`config.mk`:
```
export PLATFORM = sky130hd
export DESIGN_NAME = mem_map_bus_arbiter
export DESIGN_NICKNAME = d
export VERILOG_FILES = /design/src/rtl/mem_map_bus_arbiter_pkg.sv /design/src/rtl/mem_map_region_decode.sv /design/src/rtl/mem_map_bus_arbiter.sv
export SDC_FILE = /design/constraint.sdc
export NUM_CORES = 1
export LEC_CHECK = 0
export CORE_AREA = 2 2 143 145
export DETAILED_ROUTE_END_ITERATION = 16
export DIE_AREA = 0 0 145 147
export PLACE_DENSITY_LB_ADDON = 0.2
export SLEW_MARGIN = 20
export SYNTH_ARGS = -nofsm -noshare
export SYNTH_HDL_FRONTEND = slang
export SYNTH_SLANG_ARGS = --single-unit
```
`constraint.sdc`:
```
create_clock -name clk -period 7.1 [get_ports clk]
set_input_delay 1.42 -clock clk [delete_from_list [all_inputs] [get_ports clk]]
set_output_delay 1.42 -clock clk [all_outputs]
set_load 0.01 [all_outputs]
```
`src/rtl/mem_map_bus_arbiter_pkg.sv`:
```
// Shared definitions for the memory-map bus arbiter: FSM states, port ids and
// the default region map (dev i occupies bits [i*32 +: 32]).
package mem_map_bus_arbiter_pkg;

  typedef enum logic [1:0] {
    ST_IDLE   = 2'd0,
    ST_ACCESS = 2'd1,
    ST_RESP   = 2'd2,
    ST_ERR    = 2'd3
  } state_e;

  typedef enum logic {
    PORT_IF = 1'b0,
    PORT_D  = 1'b1
  } port_e;

  localparam int unsigned DFLT_ADDR_W = 32;
  localparam int unsigned DFLT_N_DEV  = 4;

  // Default map: d0 data RAM, d1 instruction ROM, d2 GPIO, d3 UART.
  localparam logic [DFLT_N_DEV*DFLT_ADDR_W-1:0] DFLT_DEV_BASE = {
    32'h1001_0108, 32'h1001_0100, 32'h0040_0000, 32'h1001_0000
  };
  localparam logic [DFLT_N_DEV*DFLT_ADDR_W-1:0] DFLT_DEV_LIMIT = {
    32'h1001_011F, 32'h1001_0107, 32'h0040_FFFF, 32'h1001_00FF
  };
  localparam logic [DFLT_N_DEV*DFLT_ADDR_W-1:0] DFLT_DEV_OFFS = '0;

endpackage

```
`src/rtl/mem_map_region_decode.sv`:
```
// Combinational region decoder.
// Ports:
//   addr_i      byte address to decode
//   hit_o       some region contains addr_i
//   sel_o       one-hot region select, lowest index wins on overlap
//   word_addr_o ((addr_i - BASE[i]) >> 2) + OFFS[i] for the selected region, else 0
module mem_map_region_decode
  import mem_map_bus_arbiter_pkg::*;
#(
  parameter int unsigned                   ADDR_W = DFLT_ADDR_W,
  parameter int unsigned                   N_DEV  = DFLT_N_DEV,
  parameter logic [N_DEV*ADDR_W-1:0]       BASE   = DFLT_DEV_BASE,
  parameter logic [N_DEV*ADDR_W-1:0]       LIMIT  = DFLT_DEV_LIMIT,
  parameter logic [N_DEV*ADDR_W-1:0]       OFFS   = DFLT_DEV_OFFS
) (
  input  logic [ADDR_W-1:0] addr_i,
  output logic              hit_o,
  output logic [N_DEV-1:0]  sel_o,
  output logic [ADDR_W-1:0] word_addr_o
);

  logic [N_DEV-1:0]  match;
  logic [ADDR_W-1:0] waddr [N_DEV];

  for (genvar i = 0; i < N_DEV; i++) begin : g_dev
    localparam logic [ADDR_W-1:0] B = BASE[i*ADDR_W +: ADDR_W];
    localparam logic [ADDR_W-1:0] L = LIMIT[i*ADDR_W +: ADDR_W];
    localparam logic [ADDR_W-1:0] O = OFFS[i*ADDR_W +: ADDR_W];

    assign match[i] = (addr_i >= B) && (addr_i <= L);
    // Only meaningful when match[i]; the subtraction never wraps in that case.
    assign waddr[i] = ((addr_i - B) >> 2) + O;

    // Lowest index has priority on overlapping regions.
    if (i == 0) begin : g_first
      assign sel_o[i] = match[i];
    end else begin : g_rest
      assign sel_o[i] = match[i] & ~(|match[i-1:0]);
    end
  end

  assign hit_o = |match;

  // One-hot select lets the word address be a plain AND-OR mux.
  always_comb begin
    word_addr_o = '0;
    for (int i = 0; i < N_DEV; i++) begin
      if (sel_o[i]) word_addr_o = word_addr_o | waddr[i];
    end
  end

endmodule

```
`src/rtl/mem_map_bus_arbiter.sv`:
```
// Arbitrates a fetch port and a data port onto one shared device bus with a
// req/ack handshake, device wait states, timeout and error responses.
// Ports:
//   clk, rst                    clock, synchronous active-high reset
//   if_req/if_addr              fetch request (read-only)
//   if_rdata/if_ack/if_err      fetch response (1-cycle ack pulse)
//   d_req/d_we/d_addr/d_wdata   data request
//   d_rdata/d_ack/d_err         data response (1-cycle ack pulse)
//   dev_sel/dev_we/dev_addr/dev_wdata  device bus, active only in ACCESS
//   dev_rdata/dev_ready         per-device read data and completion
module mem_map_bus_arbiter
  import mem_map_bus_arbiter_pkg::*;
#(
  parameter int unsigned             ADDR_W    = DFLT_ADDR_W,
  parameter int unsigned             DATA_W    = 32,
  parameter int unsigned             N_DEV     = DFLT_N_DEV,
  parameter logic [N_DEV*ADDR_W-1:0] DEV_BASE  = DFLT_DEV_BASE,
  parameter logic [N_DEV*ADDR_W-1:0] DEV_LIMIT = DFLT_DEV_LIMIT,
  parameter logic [N_DEV*ADDR_W-1:0] DEV_OFFS  = DFLT_DEV_OFFS,
  parameter logic [N_DEV-1:0]        DEV_RO    = '0,
  parameter int unsigned             TIMEOUT   = 15
) (
  input  logic                    clk,
  input  logic                    rst,
  input  logic                    if_req,
  input  logic [ADDR_W-1:0]       if_addr,
  output logic [DATA_W-1:0]       if_rdata,
  output logic                    if_ack,
  output logic                    if_err,
  input  logic                    d_req,
  input  logic                    d_we,
  input  logic [ADDR_W-1:0]       d_addr,
  input  logic [DATA_W-1:0]       d_wdata,
  output logic [DATA_W-1:0]       d_rdata,
  output logic                    d_ack,
  output logic                    d_err,
  output logic [N_DEV-1:0]        dev_sel,
  output logic                    dev_we,
  output logic [ADDR_W-1:0]       dev_addr,
  output logic [DATA_W-1:0]       dev_wdata,
  input  logic [N_DEV*DATA_W-1:0] dev_rdata,
  input  logic [N_DEV-1:0]        dev_ready
);

  localparam int unsigned TMR_W = $clog2(TIMEOUT + 1);

  state_e             state_q;
  port_e              port_q;
  port_e              rr_last_q;
  logic [TMR_W-1:0]   timer_q;
  logic [DATA_W-1:0]  if_rdata_q, d_rdata_q;
  logic               if_ack_q, if_err_q, d_ack_q, d_err_q;
  logic [N_DEV-1:0]   dev_sel_q;
  logic               dev_we_q;
  logic [ADDR_W-1:0]  dev_addr_q;
  logic [DATA_W-1:0]  dev_wdata_q;

  // Grant selection: round-robin on a tie, otherwise whichever port asks.
  port_e              gnt_port_c;
  logic               gnt_valid_c;
  logic [ADDR_W-1:0]  gnt_addr_c;
  logic               gnt_we_c;
  logic [DATA_W-1:0]  gnt_wdata_c;

  always_comb begin
    gnt_valid_c = if_req | d_req;
    gnt_port_c  = PORT_D;
    if (if_req && d_req) begin
      gnt_port_c = (rr_last_q == PORT_D) ? PORT_IF : PORT_D;
    end else if (if_req) begin
      gnt_port_c = PORT_IF;
    end
    gnt_addr_c  = (gnt_port_c == PORT_IF) ? if_addr : d_addr;
    gnt_we_c    = (gnt_port_c == PORT_D) & d_we;
    gnt_wdata_c = (gnt_port_c == PORT_D) ? d_wdata : '0;
  end

  logic               dec_hit;
  logic [N_DEV-1:0]   dec_sel;
  logic [ADDR_W-1:0]  dec_waddr;

  mem_map_region_decode #(
    .ADDR_W (ADDR_W),
    .N_DEV  (N_DEV),
    .BASE   (DEV_BASE),
    .LIMIT  (DEV_LIMIT),
    .OFFS   (DEV_OFFS)
  ) u_decode (
    .addr_i      (gnt_addr_c),
    .hit_o       (dec_hit),
    .sel_o       (dec_sel),
    .word_addr_o (dec_waddr)
  );

  logic ro_viol_c;
  assign ro_viol_c = gnt_we_c & (|(dec_sel & DEV_RO));

  // Completion and read data of the currently selected device.
  logic              ready_c;
  logic [DATA_W-1:0] rdata_sel_c;

  always_comb begin
    ready_c     = |(dev_ready & dev_sel_q);
    rdata_sel_c = '0;
    for (int i = 0; i < N_DEV; i++) begin
      if (dev_sel_q[i]) rdata_sel_c = rdata_sel_c | dev_rdata[i*DATA_W +: DATA_W];
    end
  end

  // Hold off a new grant while an error ack is still on the port, since the
  // requester only sees it at the edge IDLE would sample the stale req.
  logic ack_busy_c;
  assign ack_busy_c = if_ack_q | d_ack_q;

  // Arbiter FSM with registered outputs.
  always_ff @(posedge clk) begin
    if (rst) begin
      state_q     <= ST_IDLE;
      port_q      <= PORT_IF;
      rr_last_q   <= PORT_D;
      timer_q     <= '0;
      if_rdata_q  <= '0;
      d_rdata_q   <= '0;
      if_ack_q    <= 1'b0;
      if_err_q    <= 1'b0;
      d_ack_q     <= 1'b0;
      d_err_q     <= 1'b0;
      dev_sel_q   <= '0;
      dev_we_q    <= 1'b0;
      dev_addr_q  <= '0;
      dev_wdata_q <= '0;
    end else begin
      // Response signals are single-cycle pulses.
      if_ack_q   <= 1'b0;
      if_err_q   <= 1'b0;
      d_ack_q    <= 1'b0;
      d_err_q    <= 1'b0;
      if_rdata_q <= '0;
      d_rdata_q  <= '0;

      case (state_q)
        ST_IDLE: begin
          if (gnt_valid_c && !ack_busy_c) begin
            port_q  <= gnt_port_c;
            timer_q <= '0;
            if (dec_hit && !ro_viol_c) begin
              dev_sel_q   <= dec_sel;
              dev_we_q    <= gnt_we_c;
              dev_addr_q  <= dec_waddr;
              dev_wdata_q <= gnt_wdata_c;
              state_q     <= ST_ACCESS;
            end else begin
              state_q <= ST_ERR;
            end
          end
        end

        ST_ACCESS: begin
          if (ready_c || (timer_q == TMR_W'(TIMEOUT - 1))) begin
            dev_sel_q   <= '0;
            dev_we_q    <= 1'b0;
            dev_addr_q  <= '0;
            dev_wdata_q <= '0;
          end
          if (ready_c) begin
            if (port_q == PORT_IF) begin
              if_ack_q   <= 1'b1;
              if_rdata_q <= rdata_sel_c;
            end else begin
              d_ack_q   <= 1'b1;
              d_rdata_q <= rdata_sel_c;
            end
            state_q <= ST_RESP;
          end else if (timer_q == TMR_W'(TIMEOUT - 1)) begin
            state_q <= ST_ERR;
          end else begin
            timer_q <= timer_q + TMR_W'(1);
          end
        end

        ST_RESP: begin
          rr_last_q <= port_q;
          state_q   <= ST_IDLE;
        end

        ST_ERR: begin
          if (port_q == PORT_IF) begin
            if_ack_q <= 1'b1;
            if_err_q <= 1'b1;
          end else begin
            d_ack_q <= 1'b1;
            d_err_q <= 1'b1;
          end
          rr_last_q <= port_q;
          state_q   <= ST_IDLE;
        end

        default: state_q <= ST_IDLE;
      endcase
    end
  end

  assign if_rdata  = if_rdata_q;
  assign if_ack    = if_ack_q;
  assign if_err    = if_err_q;
  assign d_rdata   = d_rdata_q;
  assign d_ack     = d_ack_q;
  assign d_err     = d_err_q;
  assign dev_sel   = dev_sel_q;
  assign dev_we    = dev_we_q;
  assign dev_addr  = dev_addr_q;
  assign dev_wdata = dev_wdata_q;

endmodule

```
==> flow_metrics.tcl, run 1 <==
set metrics [dict create \
    outcome "completed" \
    synth_edf_count 0 \
    area_delta_synth_final_pct 67.1 \
    cts_setup_buffers 0 \
    hold_viol_final 0 \
    cts_num_sinks 143 \
    io-pin-count 370 \
    cts_resized 0 \
    utilization_pct 56.5 \
    cts_tree "built" \
    period_share_pct 79.6 \
    drtPass1Iterations 5 \
    vdd_ir_drop_max_v 0.000144 \
    hold_class "reg2reg" \
    start_util_pct 33.8 \
    grt_pass1_vias 7052 \
    die_h_um 147 \
    cts_hold_buffers 0 \
    grt_usage_pct 24.2 \
    combPwrFrac_pct 16.4 \
    layout-drive-gt1-share_pct 11.3 \
    finClkSkew_ns 0.0112 \
    p_leak_nw 4.11 \
    cts_buffer_depth 2 \
    drtIter0Drc 419 \
    final_cell_mix "367 x clkdlybuf4s50_1, 143 x dfxtp_1, 101 x nor2_1, 60 x nand2_1, 35 x a22o_1" \
    die_w_um 145 \
    power_frac_clock_pct 44.0 \
    relSlewSlack_pct 32.0 \
    ant_nets 0 \
    vias 7203 \
    grt_first_pass_wirelength_um 40100 \
    dpl_cell_area_sq_um 10600 \
    p_seq_share_pct 39.7 \
    yosys_warnings 0 \
    power_switching_share_pct 25.5 \
    crit_fanout 24 \
    syn_avg_cell_area_sq_um 9.12 \
    internal_power_mw 1.55 \
    hold_slack_ns 0.445 \
    clock_latency_ns 0.42 \
    cts_root_buf "clkbuf_16" \
    wirelength_um 26600 \
    clkTransAtPathRegs_ns 0.06 \
    design_area_sq_um 11200 \
    remaining_drc_errors 0 \
    row_count 52 \
    power.density_nw_per_um2 186 \
    worst_slack_ns 1.45 \
    p_sw_mw 0.532 \
    cp-end-kind "flip-flop" \
    antenna_found_initial 2 \
    synth_seq_area_share_pct 42.7 \
    rsz0062_at_grt "no" \
    period_needed_ns 5.65 \
    worstSetupPathType "in2reg" \
    coreArea_sq_um 19800 \
    htreeDepth 4 \
    maxCapViolCount 0 \
    setup_viol 0 \
    cp.arrival_ns 6.00 \
    crit_required_ns 7.45 \
    gpl.final_weighted_congestion 0.906 \
    numCtsBuffers 17 \
    place_hpwl_um 20500 \
    synth_ff_type "dfxtp_1" \
    nFillCells 1817 \
    nets 1328 \
    slew_violations 0 \
    dp_slack_ns 1.12 \
    worst_pin_slew_ns 1.02 \
    gr-total-overflow 0 \
    setup-tns-final_ns 0 \
    ys_types 75 \
    syn_inst 735 \
    final_common_cell "clkdlybuf4s50_1" \
    synth_seq_cells 143 \
    die_area_sq_um 21300 \
    synthArstFlopShare_pct 0 \
    grt_max_degree 52 \
    mappedNetlistArea_sq_um 6710 \
    fmax_ghz 0.177 \
    io_buffers 367 \
    start_kind "primary input" \
    wl_per_cell_um 19.4 \
    via_per_inst 5.26 \
]
==> flip-flops by register name, indices dropped and copies added (netlist names), 2 cells and up <==
name / cells
timer_q: 4
dev_addr: 30
dev_wdata: 32
dev_sel: 4
d_rdata: 32
state_q: 2
if_rdata: 32
==> Yosys cell counts (all sizes together), types with 3 or more instances <==
library cell    n  share of area [%]
mux2i          13                1.9
a21oi          22                1.8
a221oi         35                4.8
a21o           10                1.2
xnor2           3               0.39
a31o            9                1.2
or2             3               0.28
o41ai           3               0.39
or3             5               0.47
nand3          18                1.3
o211ai          5               0.56
a211oi          9                1.1
nor3           19                1.5
nand4           4               0.37
nor2          103                5.8
or4             5               0.67
a22o           67                9.3
nor3b          10                1.8
a21boi          5               0.62
inv            16               0.90
dfxtp         143                 43
nand2          60                3.4
nor4           10                1.0
o22ai           4               0.37
a211o           5               0.65
a22oi           8               0.90
and3            5               0.50
ha             10                1.9
and2            4               0.39
xor2            4               0.52
o31ai           7               0.99
buf            18                1.9
a31oi           4               0.37
clkbuf         35                2.0
o21ai          27                2.3
==> path summary, 6_finish.rpt <==
kind / endpoint / cells past startpoint / from / slack, ns
worst max-delay path: dev_wdata[31]$_SDFFE_PP0P_ / 13 / if_req / 1.45
worst min-delay path: dev_addr[24]$_SDFFE_PP0P_ / 2 / dev_addr[24]$_SDFFE_PP0P_ / 0.44
worst max register to register: dev_wdata[31]$_SDFFE_PP0P_ / 13 / rr_last_q$_SDFFE_PP1N_ / 2.75
worst min register to register: dev_addr[24]$_SDFFE_PP0P_ / 2 / dev_addr[24]$_SDFFE_PP0P_ / 0.44
==> routing by layer <==
metal | routed length [um] | part of all wire [%] | global-route usage (%) | vias to the layer above
li1 | - | - | - | 3446
met1 | 10500 | 40 | 27.3 | 3407
met2 | 13400 | 50 | 42.7 | 310
met3 | 1750 | 6.6 | 6.71 | 40
met4 | 881 | 3.3 | 10.8 | 0
met5 | 0 | 0 | 0 | -
==> worst max-delay path, cell delays in order <==
cell,delay [ns]
clkdlybuf4s50_1,0.72
inv_1,0.30
nor2_2,0.18
buf_4,0.25
mux2i_1,0.52
ha_1,0.24
o21ai_0,0.17
a221oi_1,0.36
o211a_1,0.42
a21o_4,0.22
o21ai_4,0.11
nor2_2,0.79
a22o_2,0.28
==> per-stage QoR <==
step | instances | power (mW)
floorplan | 736 | 0.996
global placement | 1336 | 1.18
detailed placement | 1336 | 1.18
CTS | 1368 | 2.10
global route | 1370 | 2.17
finish | 1370 | 2.08
==> power by group through the flow <==
| stage | clock network, mW | logic (mW) | registers [mW] |
|---|---|---|---|
| floorplan | 0 | 0.153 | 0.843 |
| global placement | 0 | 0.337 | 0.844 |
| detailed placement | 0 | 0.338 | 0.845 |
| CTS | 0.937 | 0.340 | 0.827 |
| global route | 0.976 | 0.364 | 0.828 |
| finish | 0.916 | 0.341 | 0.827 |
==> area by class of cell <==
cell class | count | area, sq um | share of cell area [%]
Timing Repair Buffer | 383 | 3790 | 33.9
Inverter | 16 | 60.1 | 0.536
Antenna cell | 2 | 5.00 | 0.0447
Clock inverter | 12 | 148 | 1.32
Clock buffer | 20 | 467 | 4.17
Sequential cell | 143 | 2860 | 25.6
Tap cell | 270 | 338 | 3.02
Multi-Input combinational cell | 524 | 3530 | 31.5
==> cells by family (layout without fill, tap and decap cells) <==
kind of cell	Yosys count	in the layout	synth area share [%]
other	1	4	0.0559
multiplexers	14	14	2.11
AO/OA/AOI/OAI	235	235	28.9
buffers and inverters	69	431	4.72
AND/OR/NAND/NOR	256	256	18.8
flip-flops	143	143	42.7
XOR/XNOR	7	7	0.914
adder cells (fa/ha/maj)	10	10	1.87
No activity file was read; power rests on OpenSTA's default activity.
==> inputs of run 2 (changes only) <==
Settings changed: CORE_AREA 2 2 143 145 to not set, CORE_ASPECT_RATIO set to 0.8, CORE_MARGIN set to 2, CORE_UTILIZATION set to 35, DIE_AREA 0 0 145 147 to not set.
Clock period 7.1 ns to 5 ns, I/O delays scaled along.
==> flow_metrics.tcl, run 2 (same netlist as run 1, synthesis figures left out) <==
set metrics [dict create \
    outcome "completed" \
    cp.arrival_ns 4.77 \
    utilization_pct 59.6 \
    worstReg2RegEnd "dev_wdata[16]$_SDFFE_PP0P_" \
    slew_violations 0 \
    crit_required_ns 5.30 \
    total_power_mw 2.94 \
    cts_num_sinks 143 \
    grt_usage_pct 24.1 \
    rrSetupSlack_ns 1.17 \
    crit_fanout 20 \
    final_cell_mix "367 x clkdlybuf4s50_1, 143 x dfxtp_1, 101 x nor2_1, 60 x nand2_1, 35 x a22o_1" \
    place_inst 1333 \
    grt_first_pass_wirelength_um 38500 \
    maxCapViolCount 0 \
    cts_buffer_depth 2 \
    layout-drive-gt1-share_pct 11.8 \
    grt_pass1_vias 6934 \
    r2r-start "rr_last_q$_SDFFE_PP1N_" \
    hold_viol_final 0 \
    period_share_pct 89.5 \
    insertedDiodeCount 0 \
    fmax_ghz 0.223 \
    clock_latency_ns 0.41 \
    max_stage_delay_ns 0.80 \
    setup_viol 0 \
    row_count 45 \
    fin_cells 1364 \
    wirelength_um 25300 \
    dp_slack_ns 0.119 \
    area_delta_synth_final_pct 67.5 \
    die_w_um 159 \
    die_area_sq_um 20300 \
    remaining_drc_errors 0 \
    wl_per_cell_um 18.5 \
    nFillCells 1677 \
    register_area_sq_um 2860 \
    start_util_pct 35.5 \
    r2r_cells 11 \
    multi_input_area_sq_um 3530 \
    io-pin-count 370 \
    nets 1337 \
    via_per_inst 5.30 \
    cts_hold_buffers 0 \
    dpl_cell_area_sq_um 10600 \
    drtIter0Drc 555 \
    die_h_um 128 \
    hold_slack_ns 0.445 \
    setup.worst_path.start "if_req" \
    final_common_cell "clkdlybuf4s50_1" \
    io_buffers 367 \
    drtPass1Iterations 5 \
    cts_resized 0 \
    min_from "dev_addr[28]$_SDFFE_PP0P_" \
    htreeDepth 4 \
    gr-total-overflow 0 \
    vdd_ir_drop_max_v 0.000196 \
    power.density_nw_per_um2 262 \
    relSlewSlack_pct 33.3 \
    cp-end-kind "flip-flop" \
    cts_root_buf "clkbuf_16" \
    p_leak_nw 4.14 \
    clkTransAtPathRegs_ns 0.06 \
    min_path_cells 2 \
    cts_tree "built" \
    design_area_sq_um 11200 \
    start_kind "primary input" \
    worst_slack_ns 0.525 \
    grt_max_degree 42 \
    gpl.final_weighted_congestion 0.989 \
    rsz0062_at_grt "no" \
    worst_pin_slew_ns 1.00 \
    critPathSlowestCell "o31a_1" \
    place_hpwl_um 19600 \
    period_needed_ns 4.47 \
    crit_chain "clkdlybuf4s50_1, inv_1, nor2_2, mux2i_1, ha_1, a21bo_2, o41ai_1, o21ai_2, a21oi_4, o31a_1, nor3b_2, a31o_2" \
    numCtsBuffers 17 \
    ant_nets 0 \
    vias 7235 \
    hold_class "reg2reg" \
    setup-tns-final_ns 0 \
    worstSetupPathType "in2reg" \
    hold_end "dev_addr[28]$_SDFFE_PP0P_" \
    coreArea_sq_um 18900 \
    cts_setup_buffers 0 \
    antenna_found_initial 0 \
    finClkSkew_ns 0.00794 \
]
[run 2: how the worst max path moves through the flow]
stage	endpoint	slack [ns]
after floorplan	dev_addr[12]$_SDFFE_PP0P_	0.96
final	dev_wdata[16]$_SDFFE_PP0P_	0.53
after CTS	dev_wdata[16]$_SDFFE_PP0P_	0.55
after detailed placement	dev_wdata[16]$_SDFFE_PP0P_	0.12
after global routing	dev_wdata[17]$_SDFFE_PP0P_	0.20
after global placement	dev_wdata[15]$_SDFFE_PP0P_	0.21
[run 2: report_power, final]
part	internal [mW]	leakage [nW]	switching, mW	total (mW)
sequential	1.16	1.15	0.0173	1.17
combinational	0.263	2.70	0.223	0.486
clock	0.807	0.289	0.470	1.28
total	2.23	4.14	0.711	2.94
[run 2: layer usage]
layer | up-vias | track usage (%) | routed length (um) | share of wire (%)
met1 | 3398 | 30.1 | 10700 | 42
met3 | 32 | 7.99 | 2430 | 9.6
met4 | 0 | 8.36 | 613 | 2.4
li1 | 3457 | - | - | -
met5 | - | 0 | 0 | 0
met2 | 348 | 39.1 | 11500 | 46
[run 2: critical path, delay by kind of cell]
family,cells,cell delay (ns)
AOI/OAI and AO/OA,6,2.20
buffers and inverters,2,0.60
muxes,1,0.34
and+or+nand+nor,2,0.33
adders and majority gates,1,0.29
[run 2: cell type report]
type	count	share of cell area [%]
clock buffers	21	4.10
inverters	16	0.535
well taps	258	2.87
clock inverters	10	1.23
repair buffers	392	34.4
multi-input cells	524	31.4
flip-flops and latches	143	25.5
==> inputs of run 3 (changes only) <==
Settings changed: PLACE_DENSITY set to 0.73, PLACE_DENSITY_LB_ADDON 0.2 to not set.
==> flow_metrics.tcl, run 3 (same netlist as run 1, synthesis figures left out) <==
set metrics [dict create \
    start_kind "primary input" \
    final_common_cell "clkdlybuf4s50_1" \
    drtIter0Drc 586 \
    io-pin-count 370 \
    wl_per_cell_um 19.9 \
    antenna_found_initial 3 \
    met2_length_um 12600 \
    place_hpwl_um 21300 \
    wirelength_um 27300 \
    vdd_ir_drop_max_v 0.000251 \
    outcome "completed" \
    via_per_inst 5.38 \
    ant_nets 0 \
    crit_fanout 5 \
    worst_pin_slew_ns 0.896 \
    worstSetupPathType "in2reg" \
    slew_violations 0 \
    setup_viol 0 \
    crit_required_ns 5.37 \
    utilization_pct 59.5 \
    period_share_pct 87.8 \
    maxCapViolCount 0 \
    io_buffers 367 \
    cts_num_sinks 143 \
    row_count 45 \
    cp.arrival_ns 4.75 \
    cts_setup_buffers 0 \
    final_cell_mix "367 x clkdlybuf4s50_1, 143 x dfxtp_1, 101 x nor2_1, 60 x nand2_1, 35 x a22o_1" \
    fin_cells 1370 \
    grt_usage_pct 26.0 \
    nets 1339 \
    total_power_mw 2.87 \
    cts_hold_buffers 0 \
    die_w_um 159 \
    gpl.final_weighted_congestion 1.03 \
    coreArea_sq_um 18900 \
    power.density_nw_per_um2 256 \
    drtPass1Iterations 5 \
    clkTransAtPathRegs_ns 0.06 \
    gr-total-overflow 0 \
    area_delta_synth_final_pct 67.3 \
    grt_first_pass_wirelength_um 41000 \
    hold_viol_final 0 \
    cts_tree "built" \
    htreeDepth 4 \
    finClkSkew_ns 0.0147 \
    cts_resized 0 \
    dp_slack_ns 0.268 \
    start_util_pct 35.5 \
    grt_max_degree 42 \
    p_leak_nw 4.12 \
    wl_met1_um 11200 \
    numCtsBuffers 17 \
    relSlewSlack_pct 40.2 \
    grt_pass1_vias 7148 \
    cp-end-kind "flip-flop" \
    nFillCells 1705 \
    vias 7375 \
    die_h_um 128 \
    die_area_sq_um 20300 \
    remaining_drc_errors 0 \
    setup.worst_path.start "d_req" \
    clock_latency_ns 0.42 \
    r2r-start "rr_last_q$_SDFFE_PP1N_" \
    rsz0062_at_grt "no" \
    fmax_ghz 0.228 \
    min_from "dev_addr[28]$_SDFFE_PP0P_" \
    layout-drive-gt1-share_pct 11.9 \
    met3_length_um 2620 \
    period_needed_ns 4.39 \
    top_layer "met4" \
    cts_buffer_depth 2 \
    place_inst 1335 \
    cts_root_buf "clkbuf_16" \
    hold_class "reg2reg" \
    setup-tns-final_ns 0 \
    worst_slack_ns 0.611 \
]
run 3: cell types whose count changed in the layout (fill, tap and decap cells not counted), sizes merged:
cell | previous run | this run
diode | 0 | 3
inv | 16 | 20
buf | 25 | 27
clkinvlp | 2 | 5
bufinv | 3 | 1
clkinv | 5 | 1
run 3: report_power, final:
group | internal, mW | switching [mW]
logic | 0.267 | 0.228
clock network | 0.703 | 0.496
registers | 1.16 | 0.0199
total | 2.13 | 0.744
run 3: final timing paths:
| kind | depth (start not counted) | endpoint | slack [ns] |
|---|---|---|---|
| worst max-delay path | 11 | dev_addr[29]$_SDFFE_PP0P_ | 0.61 |
| worst min register to register | 2 | dev_addr[28]$_SDFFE_PP0P_ | 0.44 |
| worst min-delay path | 2 | dev_addr[28]$_SDFFE_PP0P_ | 0.44 |
| worst max register to register | 10 | dev_addr[29]$_SDFFE_PP0P_ | 1.27 |
run 3: critical path, stage by stage:
cell,delay (ns)
clkdlybuf4s50_1,0.44
and2b_1,0.19
nor2_2,0.26
mux2i_1,0.36
ha_1,0.33
a21bo_2,0.25
o41ai_1,0.39
o211ai_1,0.38
o32a_1,0.47
a31oi_1,0.53
a21o_1,0.14
run 3: cell type report:
class                           instances  area, sq um  share of cell area [%]
Timing Repair Buffer                  394         3880                    34.6
Sequential cell                       143         2860                    25.5
Antenna cell                            3         7.51                  0.0669
Clock inverter                         11          108                   0.959
Tap cell                              258          323                    2.88
Multi-Input combinational cell        524         3530                    31.5
Inverter                               16         60.1                   0.535
Clock buffer                           21          450                    4.02
run 3: metrics by stage:
stage                     cell area [sq um]  hold slack (ns)
after global placement                10700            0.425
after detailed placement              10700            0.436
after floorplan                        6710            0.463
final                                 11200            0.445
after global routing                  11200            0.467
after CTS                             11200            0.447
run 3: routing by layer:
metal,vias up,global-route usage (%)
met1,3473,31.8
met5,-,0
li1,3472,-
met3,44,9.61
met2,386,41.6
met4,0,10.8
